<file path="config.mk">
export PLATFORM = sky130hd
export DESIGN_NAME = decode_stage
export DESIGN_NICKNAME = d
export VERILOG_FILES = /design/src/rtl/decode_stage.sv
export SDC_FILE = /design/constraint.sdc
export NUM_CORES = 1
export LEC_CHECK = 0
export CORE_ASPECT_RATIO = 0.75
export CORE_MARGIN = 4
export CORE_UTILIZATION = 49
export CTS_BUF_LIST = sky130_fd_sc_hd__clkbuf_8
export DETAILED_ROUTE_END_ITERATION = 16
export GPL_ROUTABILITY_DRIVEN = 0
export GPL_TIMING_DRIVEN = 0
export PLACE_DENSITY_LB_ADDON = 0.08
export SYNTH_ARGS = -nofsm -noshare
export SYNTH_HDL_FRONTEND = slang
export SYNTH_SLANG_ARGS = --single-unit
export TNS_END_PERCENT = 100
</file>
<file path="constraint.sdc">
create_clock -name clk -period 3.75 [get_ports clk]
set_input_delay 1.125 -clock clk [delete_from_list [all_inputs] [get_ports clk]]
set_output_delay 1.125 -clock clk [all_outputs]
set_load 0.05 [all_outputs]
</file>
<file path="src/rtl/decode_stage.sv">
// rtl/decode_stage.sv - RV32I(+M, Zicsr) registered decode stage with SYSTEM/FENCE/illegal serialisation
module decode_stage #(
  parameter int XLEN   = 32,
  parameter bit EN_M   = 1'b1,
  parameter bit EN_CSR = 1'b1
) (
  input  logic            clk,
  input  logic            rst_n,
  input  logic            flush,
  input  logic            in_valid,
  output logic            in_ready,
  input  logic [31:0]     in_instr,
  input  logic [XLEN-1:0] in_pc,
  output logic            out_valid,
  input  logic            out_ready,
  output logic [XLEN-1:0] out_pc,
  output logic [XLEN-1:0] out_imm,
  output logic [4:0]      out_rs1,
  output logic [4:0]      out_rs2,
  output logic [4:0]      out_rd,
  output logic [2:0]      out_funct3,
  output logic            out_funct7b5,
  output logic            reg_write,
  output logic            alu_src,
  output logic            mem_write,
  output logic            mem_read,
  output logic            branch,
  output logic            jump,
  output logic            jalr,
  output logic            op1_src,
  output logic [1:0]      mem_to_reg,
  output logic [2:0]      alu_op,
  output logic            is_ecall,
  output logic            is_ebreak,
  output logic            csr_write,
  output logic            is_fence,
  output logic            illegal,
  input  logic            sys_done
);

  typedef enum logic {RUN, HOLD} state_t;

  typedef struct packed {
    logic       reg_write;
    logic       alu_src;
    logic       mem_write;
    logic       mem_read;
    logic       branch;
    logic       jump;
    logic       jalr;
    logic       op1_src;
    logic [1:0] mem_to_reg;
    logic [2:0] alu_op;
    logic       is_ecall;
    logic       is_ebreak;
    logic       csr_write;
    logic       is_fence;
    logic       illegal;
  } ctrl_t;

  localparam logic [4:0] OPC_LOAD   = 5'b00000;
  localparam logic [4:0] OPC_MISC   = 5'b00011;
  localparam logic [4:0] OPC_OPIMM  = 5'b00100;
  localparam logic [4:0] OPC_AUIPC  = 5'b00101;
  localparam logic [4:0] OPC_STORE  = 5'b01000;
  localparam logic [4:0] OPC_OP     = 5'b01100;
  localparam logic [4:0] OPC_LUI    = 5'b01101;
  localparam logic [4:0] OPC_BRANCH = 5'b11000;
  localparam logic [4:0] OPC_JALR   = 5'b11001;
  localparam logic [4:0] OPC_JAL    = 5'b11011;
  localparam logic [4:0] OPC_SYSTEM = 5'b11100;

  state_t          state_q, state_d;
  logic            valid_q, valid_d;
  ctrl_t           ctrl_q, ctrl_d;
  logic [XLEN-1:0] pc_q, imm_q, imm_d;
  logic [4:0]      rs1_q, rs2_q, rd_q;
  logic [2:0]      funct3_q;
  logic            funct7b5_q;
  logic            ill_d, serialize_d, accept;

  logic [4:0]      opc;
  logic [2:0]      f3;
  logic [6:0]      f7;
  logic [XLEN-1:0] imm_i, imm_s, imm_b, imm_u, imm_j;

  assign opc = in_instr[6:2];
  assign f3  = in_instr[14:12];
  assign f7  = in_instr[31:25];

  assign imm_i = {{(XLEN-12){in_instr[31]}}, in_instr[31:20]};
  assign imm_s = {{(XLEN-12){in_instr[31]}}, in_instr[31:25], in_instr[11:7]};
  assign imm_b = {{(XLEN-12){in_instr[31]}}, in_instr[7], in_instr[30:25], in_instr[11:8], 1'b0};
  assign imm_u = {{(XLEN-31){in_instr[31]}}, in_instr[30:12], 12'b0};
  assign imm_j = {{(XLEN-20){in_instr[31]}}, in_instr[19:12], in_instr[20], in_instr[30:21], 1'b0};

  always_comb begin
    ctrl_d = '0;
    imm_d  = '0;
    ill_d  = 1'b0;
    unique case (opc)
      OPC_OP: begin
        ctrl_d.reg_write = 1'b1;
        ctrl_d.alu_op    = 3'b010;
        if (f7 == 7'b0000001) begin
          if (EN_M) ctrl_d.alu_op = 3'b110;
          else      ill_d = 1'b1;
        end else if (f7 != 7'b0000000 && f7 != 7'b0100000) begin
          ill_d = 1'b1;
        end
      end
      OPC_OPIMM: begin
        ctrl_d.alu_src   = 1'b1;
        ctrl_d.reg_write = 1'b1;
        ctrl_d.alu_op    = 3'b011;
        imm_d            = imm_i;
      end
      OPC_LOAD: begin
        ctrl_d.alu_src    = 1'b1;
        ctrl_d.reg_write  = 1'b1;
        ctrl_d.mem_read   = 1'b1;
        ctrl_d.mem_to_reg = 2'b01;
        imm_d             = imm_i;
      end
      OPC_STORE: begin
        ctrl_d.alu_src   = 1'b1;
        ctrl_d.mem_write = 1'b1;
        imm_d            = imm_s;
      end
      OPC_BRANCH: begin
        ctrl_d.branch  = 1'b1;
        ctrl_d.alu_src = 1'b1;
        ctrl_d.alu_op  = 3'b001;
        imm_d          = imm_b;
      end
      OPC_JAL: begin
        ctrl_d.jump       = 1'b1;
        ctrl_d.reg_write  = 1'b1;
        ctrl_d.alu_src    = 1'b1;
        ctrl_d.op1_src    = 1'b1;
        ctrl_d.mem_to_reg = 2'b10;
        imm_d             = imm_j;
      end
      OPC_JALR: begin
        ctrl_d.jump       = 1'b1;
        ctrl_d.jalr       = 1'b1;
        ctrl_d.alu_src    = 1'b1;
        ctrl_d.reg_write  = 1'b1;
        ctrl_d.mem_to_reg = 2'b10;
        imm_d             = imm_i;
      end
      OPC_LUI: begin
        ctrl_d.alu_src   = 1'b1;
        ctrl_d.reg_write = 1'b1;
        ctrl_d.alu_op    = 3'b101;
        imm_d            = imm_u;
      end
      OPC_AUIPC: begin
        ctrl_d.alu_src   = 1'b1;
        ctrl_d.reg_write = 1'b1;
        ctrl_d.op1_src   = 1'b1;
        imm_d            = imm_u;
      end
      OPC_SYSTEM: begin
        imm_d = imm_i;
        if (f3 == 3'b000) begin
          ctrl_d.is_ecall  = ~in_instr[20];
          ctrl_d.is_ebreak = in_instr[20];
        end else if (EN_CSR) begin
          ctrl_d.csr_write = 1'b1;
          ctrl_d.reg_write = 1'b1;
        end else begin
          ill_d = 1'b1;
        end
      end
      OPC_MISC: begin
        ctrl_d.is_fence = 1'b1;
        imm_d           = imm_i;
      end
      default: ill_d = 1'b1;
    endcase
    if (in_instr[1:0] != 2'b11) ill_d = 1'b1;
    // Illegal encodings must not leak any side-effecting control to execute.
    if (ill_d) begin
      ctrl_d         = '0;
      ctrl_d.illegal = 1'b1;
    end
  end

  assign serialize_d = ill_d || (opc == OPC_SYSTEM) || (opc == OPC_MISC);

  assign in_ready = rst_n && (state_q == RUN) && !flush && (!valid_q || out_ready);
  assign accept   = in_valid && in_ready;

  always_comb begin
    valid_d = valid_q;
    state_d = state_q;
    if (flush) begin
      valid_d = 1'b0;
      state_d = RUN;
    end else begin
      if (accept)                    valid_d = 1'b1;
      else if (valid_q && out_ready) valid_d = 1'b0;
      unique case (state_q)
        RUN:  if (accept && serialize_d) state_d = HOLD;
        HOLD: if (sys_done)              state_d = RUN;
        default:                         state_d = RUN;
      endcase
    end
  end

  always_ff @(posedge clk or negedge rst_n) begin
    if (!rst_n) begin
      state_q    <= RUN;
      valid_q    <= 1'b0;
      ctrl_q     <= '0;
      pc_q       <= '0;
      imm_q      <= '0;
      rs1_q      <= '0;
      rs2_q      <= '0;
      rd_q       <= '0;
      funct3_q   <= '0;
      funct7b5_q <= 1'b0;
    end else begin
      state_q <= state_d;
      valid_q <= valid_d;
      if (accept) begin
        ctrl_q     <= ctrl_d;
        pc_q       <= in_pc;
        imm_q      <= imm_d;
        rs1_q      <= in_instr[19:15];
        rs2_q      <= in_instr[24:20];
        rd_q       <= in_instr[11:7];
        funct3_q   <= f3;
        funct7b5_q <= in_instr[30];
      end
    end
  end

  assign out_valid    = valid_q;
  assign out_pc       = pc_q;
  assign out_imm      = imm_q;
  assign out_rs1      = rs1_q;
  assign out_rs2      = rs2_q;
  assign out_rd       = rd_q;
  assign out_funct3   = funct3_q;
  assign out_funct7b5 = funct7b5_q;
  assign reg_write    = ctrl_q.reg_write;
  assign alu_src      = ctrl_q.alu_src;
  assign mem_write    = ctrl_q.mem_write;
  assign mem_read     = ctrl_q.mem_read;
  assign branch       = ctrl_q.branch;
  assign jump         = ctrl_q.jump;
  assign jalr         = ctrl_q.jalr;
  assign op1_src      = ctrl_q.op1_src;
  assign mem_to_reg   = ctrl_q.mem_to_reg;
  assign alu_op       = ctrl_q.alu_op;
  assign is_ecall     = ctrl_q.is_ecall;
  assign is_ebreak    = ctrl_q.is_ebreak;
  assign csr_write    = ctrl_q.csr_write;
  assign is_fence     = ctrl_q.is_fence;
  assign illegal      = ctrl_q.illegal;

endmodule

</file>
### Yosys cells after proc, flatten, opt, wreduce, memory -nomap -nowiden

Index checks and enable logic that the tools add are counted.

* register bits: 103
* input port bits: 70
* word-level logic and storage cells: 90

* equality and inequality tests: 13
* multiplexer cells: 28
* bitwise logic cells: 2
* reductions and logical operators: 23

Operator list (number)
* $pmux W32 S5: 1
* $eq A5 B5 Y1 const B: 4
* $mux W1: 18
* $mux W18: 1
* $eq A5 B4 Y1 const B: 3
* $pmux W3 S4: 1
* $eq A5 B3 Y1 const B: 2
* $reduce_or A10 Y1: 1
* $reduce_or A8 Y1: 1
* $eq A7 B1 Y1 const B: 1
* $logic_and A1 B1 Y1: 7
* $ne A7 B6 Y1 const B: 1
* $reduce_bool A7 Y1: 1
* $reduce_or A7 Y1: 1
* $mux W3: 2
* $pmux W1 S2: 3
* $reduce_or A2 Y1: 3
* $eq A5 B2 Y1 const B: 1
* $logic_not A5 Y1: 1
* $reduce_or A5 Y1: 1
* $pmux W2 S2: 1
* $logic_not A3 Y1: 1
* $logic_or A1 B1 Y1: 3
* $reduce_bool A3 Y1: 1
* 4 further kinds: 6

### Depth between registers and ports, before layout

* depth in word-level cells: 12
* gate-level depth with buffers: 8
* mapped depth without buffers: 5

### Worst setup path before layout

OpenSTA, ideal clock, no wires.

* kind: input-to-output
* start: in out_ready
* end: out in_ready
* arrival: 1702 ps
* setup slack: 923 ps
* stages: 2
* cell sequence: nand2b_1 -> and3_1

* word-level cells in the longest chain between the ends: 2

Ends and longest elaborated chain
* start: declaration: RTL line 15 `input logic out_ready,`
* $logic_or A1 B1 Y1: RTL line 192 `assign in_ready = rst_n && (state_q == RUN) && !flush && (!valid_q || out_ready);`
* $logic_and A1 B1 Y1: RTL line 192
* end: declaration: RTL line 11 `output logic in_ready,`

Every way passes these cells.

### Final worst setup path

* start: in flush
* end: out in_ready

* word-level cells in the longest chain between the ends: 3

Ends and longest elaborated chain
* start: declaration: RTL line 9 `input logic flush,`
* $logic_not A1 Y1: RTL line 192
* $logic_and A1 B1 Y1 (2 in a row): RTL line 192

Every way passes these cells.

==> impl_metrics.yaml <==
placed_design:
  place_ws_ns: -0.1023
  numPortBuffers: 170
  placed_area_sq_um: 6344
  dp_hpwl_um: 10110
route:
  routedWlPerCell_um: 17.27
  drc: 0
  dr_total_vias: 4205
  viasPerCell: 5.391
  drt-total-wl_um: 13470
  drt_iter0_drc: 236
  ant_nets: 0
  drt_first_pass_iters: 5
sta:
  rsz0062_at_grt: "no"
  slew-limit-headroom_pct: 57.97
  fmaxAchievable_mhz: 280.6
  period_minus_slack_ns: 3.564
  hold_viol_final: 0
  setup_violations: 0
  skew_ns: 0.01099
  finalCritPeriodShare_pct: 95.05
  slew_violations: 0
  fin_ws_ns: 0.1856
  tightest_slew_ns: 0.6305
yosys:
  synth_cell_types: 47
  synth.most_common_cell: "nand2_1"
  seq_area_frac_synth_pct: 56.95
  syn_inst: 486
  ys_top_cells_by_area: "dfrtp_1 (57%), nand2_1 (18%), a22o_1 (3.7%)"
  synth-seq-cells: 102
  async_flop_share_pct: 100.0
  synth-edff-count: 0
  yosysTopAreaCell: "dfrtp_1"
  synth.net_count: 556
  avgSynthCellArea_sq_um: 9.222
  synthesis.area_sq_um: 4482
  ys.flop_type: "dfrtp_1"
  synth_top_area_share_pct: 56.95
  yosysWarningCount: 0
  synth_commonest_cells: "nand2_1 (211), dfrtp_1 (102), nor2_1 (22)"
cells_and_area:
  syn_to_final_growth_pct: 45.06
  finish.net_count: 738
  nFillCells: 665
  final_cell_area_sq_um: 6501
  diodes: 0
  drive_above_1_share_pct: 7.143
worst_setup_path:
  required_ns: 2.62
  critical-path-top-delay-family: "buffers and inverters"
  endpoint_kind: "primary output"
  reg2reg_depth: 6
  r2r_setup_slack_ns: 1.54
  worstSetupPathType: "in -> out"
  cp.arrival_ns: 2.44
  reg2reg_from: "out_valid"
  crit_fanout: 3
  crit_chain: "clkdlybuf4s50_1 > nor2_1 > and3_1 > dlygate4sd2_1"
  crit_buf_inv: 2
  cpPeakStageDelay_ns: 0.54
  cpMaxStageDelayCell: "dlygate4sd2_1"
  r2r_end: "out_valid"
  setup.worst_path.start_class: "input port"
floorplan:
  core_area_sq_um: 8672
  die_area_sq_um: 10760
  die_height_um: 90.83
  start_util_pct: 51.68
  ios: 173
  rows: 29
  die_w_um: 118.4
status:
  outcome: "complete, no violations"
power:
  peakVddDrop_mv: 0.3644
  p_per_area_nw_per_um2: 490.6
  power_w: 0.003190
  p_leak_nw: 3.086
global_routing:
  grt_pass1_wl_um: 21940
  grt_start_max_net_pins: 62
  first_global_vias: 4281
  globalRouteTotalUtil_pct: 25.47
  grt_antenna_before_repair: 0
  grt_overflow: 0
clocking:
  ctsHtreeMaxLevel: 3
  hold_buffers: 0
  path_clk_slew_ns: 0.09
  cts_buffers: 9
  cts_tree: "done"
  cts_buffer_depth: 2
  clkSinkCount: 102
  clk_latency_ns: 0.37
  cts_root_buffer: "clkbuf_8"
worst_hold_path:
  hp-start: "out_funct3[1]"
  hold_end: "out_funct3[1]"
  hold_depth: 2
  worstHoldPathType: "reg -> reg"
job:
  cap_violations: 0
cells by family after synthesis:
kind of cell,share of synthesized area [%]
AO/OA/AOI/OAI,13.85
XOR/XNOR,0.3909
buffers and inverters,3.545
flip-flops,56.95
AND/OR/NAND/NOR,25.27
repair_timing:
item	CTS	global route
gates resized for setup	2	0
setup endpoints to repair	1	0
setup buffers	0	0
layout make-up:
type | count | area, sq um | area share (%)
Sequential cell | 102 | 2552 | 39.26
Timing Repair Buffer | 171 | 1729 | 26.60
Multi-Input combinational cell | 350 | 1770 | 27.23
Clock inverter | 6 | 31.28 | 0.4811
Tap cell | 108 | 135.1 | 2.079
Clock buffer | 9 | 123.9 | 1.905
Buffer | 31 | 147.6 | 2.271
Inverter | 3 | 11.26 | 0.1732
worst max path at each step:
stage          startpoint        to  cells after the start
2_1_floorplan   out_ready  in_ready                      2
3_3_place_gp        rst_n  in_ready                      3
3_5_place_dp        rst_n  in_ready                      3
4_1_cts             flush  in_ready                      4
5_1_grt             flush  in_ready                      4
6_report            flush  in_ready                      4
per-layer routing:
layer  wire [um]  vias to the layer above  GRT usage (%)
met5           0                        -              0
met4         306                        0          8.293
met3        1348                       30          9.267
met2        6077                      200          39.90
met1        5737                     1994          33.09
li1            -                     1981              -
worst min-delay path: stages, from the launching register on:
cell and delay [ns]:
dfrtp_1 0.35, nand2_1 0.05, nand2_1 0.06
placed cells by master, fill, tap and decap left out, types with 2 or more instances in the layout:
cell type          n
nand2_1          211
nor4_1             2
inv_1              5
a21boi_0           2
nand2b_1           3
o22ai_1            4
a21oi_1           11
o31ai_1            3
o21ai_2            9
nor3_1             3
buf_2              7
o221a_2            8
a22o_1            19
buf_4              4
clkdlybuf4s50_1  168
nor2_1            22
clkbuf_1          13
and3_1            11
buf_6              2
xor2_1             2
a221oi_1           4
nor2b_1            2
o21ai_0            9
a21o_1             2
and3b_1            2
buf_1              6
dfrtp_1          102
clkbuf_8           9
clkinv_2           3
through the flow:
| step | util (%) | instances | setup TNS (ns) | hold WS (ns) |
|---|---|---|---|---|
| final | 74.97 | 780 | 0 | 0.4808 |
| after global routing | 74.97 | 780 | 0 | 0.5111 |
| after CTS | 74.97 | 780 | 0 | 0.4851 |
| after detailed placement | 73.15 | 765 | -0.1023 | 0.4624 |
| after global placement | 72.86 | 764 | -517.99 | 0.4573 |
| after floorplan | - | 486 | 0 | 0.5040 |
report_power, final:
group          leakage [nW]  internal, W  switching [W]
Clock                0.0916     0.000233       0.000371
Combinational          1.68     0.000423       0.000825
Sequential             1.31      0.00125      0.0000866
Total                  3.09      0.00191        0.00128
No activity file was read; power rests on OpenSTA's default activity.
==> variant 1 (same flow settings) <==
Set the parameter `XLEN` to 64 (it was 32).
--- a/src/rtl/decode_stage.sv
+++ b/src/rtl/decode_stage.sv
@@ -2,3 +2,3 @@
 module decode_stage #(
-  parameter int XLEN   = 32,
+  parameter int XLEN   = 64,
   parameter bit EN_M   = 1'b1,
Interface: changed (resized in_pc, out_imm and out_pc); port bits go from 173 to 269. The function was not compared with the original's and may differ.
==> variant 1 against the unedited design <==
  * Sequential power grew 35%
  * Synthesized area grew 31%
  * Fmax shrank 1.2%
  * Worst setup slack lost 0.044 ns
  * Global-route usage grew 2.4 points
  * Synthesized cell count grew 34%
  * Sequential cell count grew 32
  * Sequential share of layout area shrank 2.8 points
  * Largest cell class unchanged
  * Largest power group is now combinational cells
  * Design area grew 41%
  * Wire length grew 41%
  * Clock skew shrank 0.00056 ns
  * Power grew 61%
==> variant 1: results (changes against the unedited design) <==
metric,value,unit,change
status,"complete, no violations",,
power_switching,2.142,mW,+67%
grt_start_max_net_pins,47,,-24%
synth_nets,752,,+35%
routed_wl,18990,um,+41%
synth_common_cells,"280 x nand2_1, 134 x dfrtp_1, 33 x buf_4",,
multi_input_cells,443,,+27%
seqCellArea,3353,um^2,+31%
vias,5684,,+35%
tap_cells,162,,+50%
nNonClkBuffers,341,,+69%
synth.distinct_cells,53,,+13%
tightest_slew,0.9348,ns,+0.3043 ns
synth_area_leaders,"dfrtp_1 57%, nand2_1 18%, buf_4 4.2%, a21oi_1 2.5%, nor2_1 1.7%",,
clk-insertion-delay-late,0.45,ns,+0.08 ns
min_to,csr_write,,
r2r_end,csr_write,,
placed_cells,1080,,+41%
nFillCells,779,,+17%
clkbuf_count,17,,+8
critPathMaxFanout,46,,+43
synth.ff_latch_count,134,,+31%
nNonClkInverters,1,,-2
grt_pass1_wl,29740,um,+36%
ys_async_sr_fraction,100.0,%,unchanged
p_leak,4.280,nW,+39%
synthCells,650,,+34%
wire_per_inst,17.06,um,-1.2%
hold_ws,0.4720,ns,-0.008798 ns
dp_hpwl,14080,um,+39%
cts_resized,4,,+2
yosysSeqAreaShare,57.31,%,+0.36 points
cp-startpoint,rst_n,,
grt_pass1_vias,5712,,+33%
nNetsFinal,1040,,+41%
pwr-share-clk,23.9,%,+5.0 points
grt_util_all_layers,27.86,%,+2.4 points
crit_end,in_ready,,
port_buffers,267,,+57%
layout-drive-gt1-share,9.253,%,+2.1 points
clock_skew,0.01042,ns,-0.0005633 ns
first_pass_iters,6,,+1
bufAreaShareNonClock,34.22,%,+5.4 points
cp.arrival,2.48,ns,+0.04 ns
drt_first_iter_violations,441,,+87%
clock_tree_area_fraction,4.383,%,+2.0 points
ir_worst_vdd,0.3809,mV,+4.5%
pre_cts_ws,-0.5051,ns,-0.4028 ns
fin_crit_sh,96.23,%,+1.2 points
power,5.135,mW,+61%
hold_start,csr_write,,
multi_input_area_share,22.67,%,-4.6 points
design_area,9191,um^2,+41%
dpl-instance-area,8755,um^2,+38%
htree_levels,4,,+1
## variant 1: cell types whose count changed after synthesis, moves of 7 or more
cell      change
and3_1       -10
dfrtp_1      +32
o21ai_2       -9
clkbuf_1     +12
a21oi_1      +18
buf_4        +29
nand2b_1      +7
nand3_1       +8
nand2_1      +69
a221o_1       +8
a22o_1       -11
o221a_2       -8
## variant 1: critical path, stage by stage
cell and delay [ns]:
buf_6 0.35, buf_16 0.29, nand2b_1 0.13, nor3_1 0.15
clkdlybuf4s15_2 0.40
## variant 1: layer usage
| metal | GRT usage (%) | routed length [um] |
|---|---|---|
| met2 | 46.02 | 9061 |
| met5 | 0 | 0 |
| met1 | 34.00 | 7449 |
| met3 | 11.37 | 2110 |
| met4 | 8.842 | 367 |
## variant 1: logic make-up after synthesis
family | synth area share [%]
mux | 0.1925
simple gates | 25.02
flops | 57.31
buf+inv | 7.079
xor+xnor | 0.2995
compound gates | 10.09
==> variant 2 (same flow settings) <==
Made on the original files. Reset style: synchronous (`rst_n`), changed in one clocked block.
--- a/src/rtl/decode_stage.sv
+++ b/src/rtl/decode_stage.sv
@@ -211,3 +211,3 @@
 
-  always_ff @(posedge clk or negedge rst_n) begin
+  always_ff @(posedge clk) begin
     if (!rst_n) begin
Function: differs if rst_n is asserted again (counterexample within 4 cycles, from zero or initial values and one cycle with rst_n low); with rst_n held inactive, the same outputs for 4 cycles.
==> variant 2 against the unedited design <==
  * Worst hold slack lost 0.022 ns
  * Sequential cell count up 1
  * Wire length is 2.1% higher
  * Critical path type unchanged
  * Synthesized area decreased by 2.6%
  * Critical endpoint unchanged
  * Worst setup slack got worse by 0.041 ns
  * Design area down 1.4%
  * Critical path depth is the same
  * Sequential share of layout area shrank 7.1 points
  * Synthesized cell count rose by 5.8%
Power is not compared: it rests on default switching activity, and its combinational part moved more than twofold at a synthesized area within 25%.
==> variant 2: results (changes against the unedited design) <==
metric,value,unit,change
status,"complete, no violations",,
yosysSeqAreaShare,47.25,%,-9.7 points
synth_common_cells,"155 x nand2_1, 103 x dfxtp_1, 30 x a21boi_1",,
nNetsFinal,766,,+3.8%
p_leak,2.293,nW,
critPathMaxFanout,5,,+2
clk_pin_slew,0.09,ns,about the same
vias,4449,,+5.8%
crit_path_max_incr_delay,0.56,ns,+0.02 ns
placed_cells,793,,+3.7%
dp_hpwl,10380,um,+2.7%
synth_area_leaders,"dfxtp_1 47%, nand2_1 13%, a21boi_1 5.2%, a21boi_0 5.0%, a22o_1 4.2%",,
cp_slowest_cell,dlygate4sd2_1,,
ys_warn_count,0,,unchanged
cp.arrival,2.48,ns,+0.04 ns
synth.distinct_cells,56,,+19%
port_buffers,171,,+0.59%
layout-drive-gt1-share,7.275,%,+0.13 points
tightest_slew,1.291,ns,+0.6604 ns
synth_nets,584,,+5.0%
grt_pass1_wl,21650,um,-1.3%
min_path_type,reg2reg,,
dpl-instance-area,6211,um^2,-2.1%
root_buffer,clkbuf_8,,
htree_levels,3,,unchanged
n_antenna_cell,0,,unchanged
antenna_found_initial,0,,unchanged
synthCells,514,,+5.8%
grt_util_all_layers,25.96,%,+0.49 points
first_pass_iters,5,,unchanged
clk-insertion-delay-late,0.38,ns,
clock_skew,0.006454,ns,-0.004534 ns
ys_async_sr_fraction,0,%,-100 points
post_cts_buffers,0,,unchanged
cts_made_buffers,9,,unchanged
clockBufferDepth,2,,unchanged
stdcell_count,809,,+3.7%
drt_first_iter_violations,248,,+5.1%
ir_worst_vdd,0.2416,mV,
nFillCells,656,,-1.4%
grt_start_max_net_pins,17,,-73%
routed_wl,13750,um,+2.1%
## variant 2: area by class of cell
class	count	area, um^2	share of cell area (%)
Clock inverter	6	60.06	0.9373
Timing Repair Buffer	171	1710	26.69
Buffer	37	185.2	2.890
Inverter	5	18.77	0.2929
Tap cell	108	135.1	2.109
Multi-Input combinational cell	369	2098	32.75
Sequential cell	103	2062	32.18
Clock buffer	10	137.6	2.148
## variant 2: layer usage
layer | GRT usage, % | up-vias | part of all wire, %
met5 | 0 | - | 0
li1 | - | 2135 | -
met3 | 8.725 | 26 | 9.9
met4 | 7.641 | 0 | 1.5
met1 | 33.07 | 2089 | 42
met2 | 41.57 | 199 | 47
## variant 2: worst paths after layout
check | startpoint | to | slack, ns | cells past startpoint
hold / removal | out_rd[4] | out_rd[4] | 0.46 | 2
hold reg to reg | out_rd[4] | out_rd[4] | 0.46 | 2
setup reg to reg | out_valid | illegal | 1.63 | 6
setup / recovery | rst_n | in_ready | 0.14 | 4
## variant 2: critical path, delay by kind of cell
family / cells / cell delay, ns
buffers and inverters: 2 / 1.08
and+or+nand+nor: 2 / 0.28
## variant 2: repair_timing
action                                  in CTS  in global routing
endpoints found under the hold margin        0                  0
hold buffers                                 0                  0
gates resized for setup                      1                  0
endpoints found under the setup margin       1                  0
## variant 2: cells by family after synthesis
family / share of synthesized area (%)
adder cells (fa/ha/maj): 0.2294
AND/OR/NAND/NOR: 23.22
AO/OA/AOI/OAI: 24.43
XOR/XNOR: 0.2007
buffers and inverters: 4.673
flip-flops: 47.25
## variant 2: where the power goes
group	switching [mW]	total (mW)	internal, mW
Combinational	0.225	0.381	0.157
Sequential	0.0117	1.13	1.12
Clock	0.383	0.708	0.325
Total	0.620	2.22	1.60
## variant 2: metrics by stage
step                total power, mW  setup slack, ns
floorplan                     1.360           0.2690
global placement              1.523          -0.1108
detailed placement            1.529          -0.1362
CTS                           2.222           0.1476
global route                  2.301          0.09849
finish                        2.217           0.1447
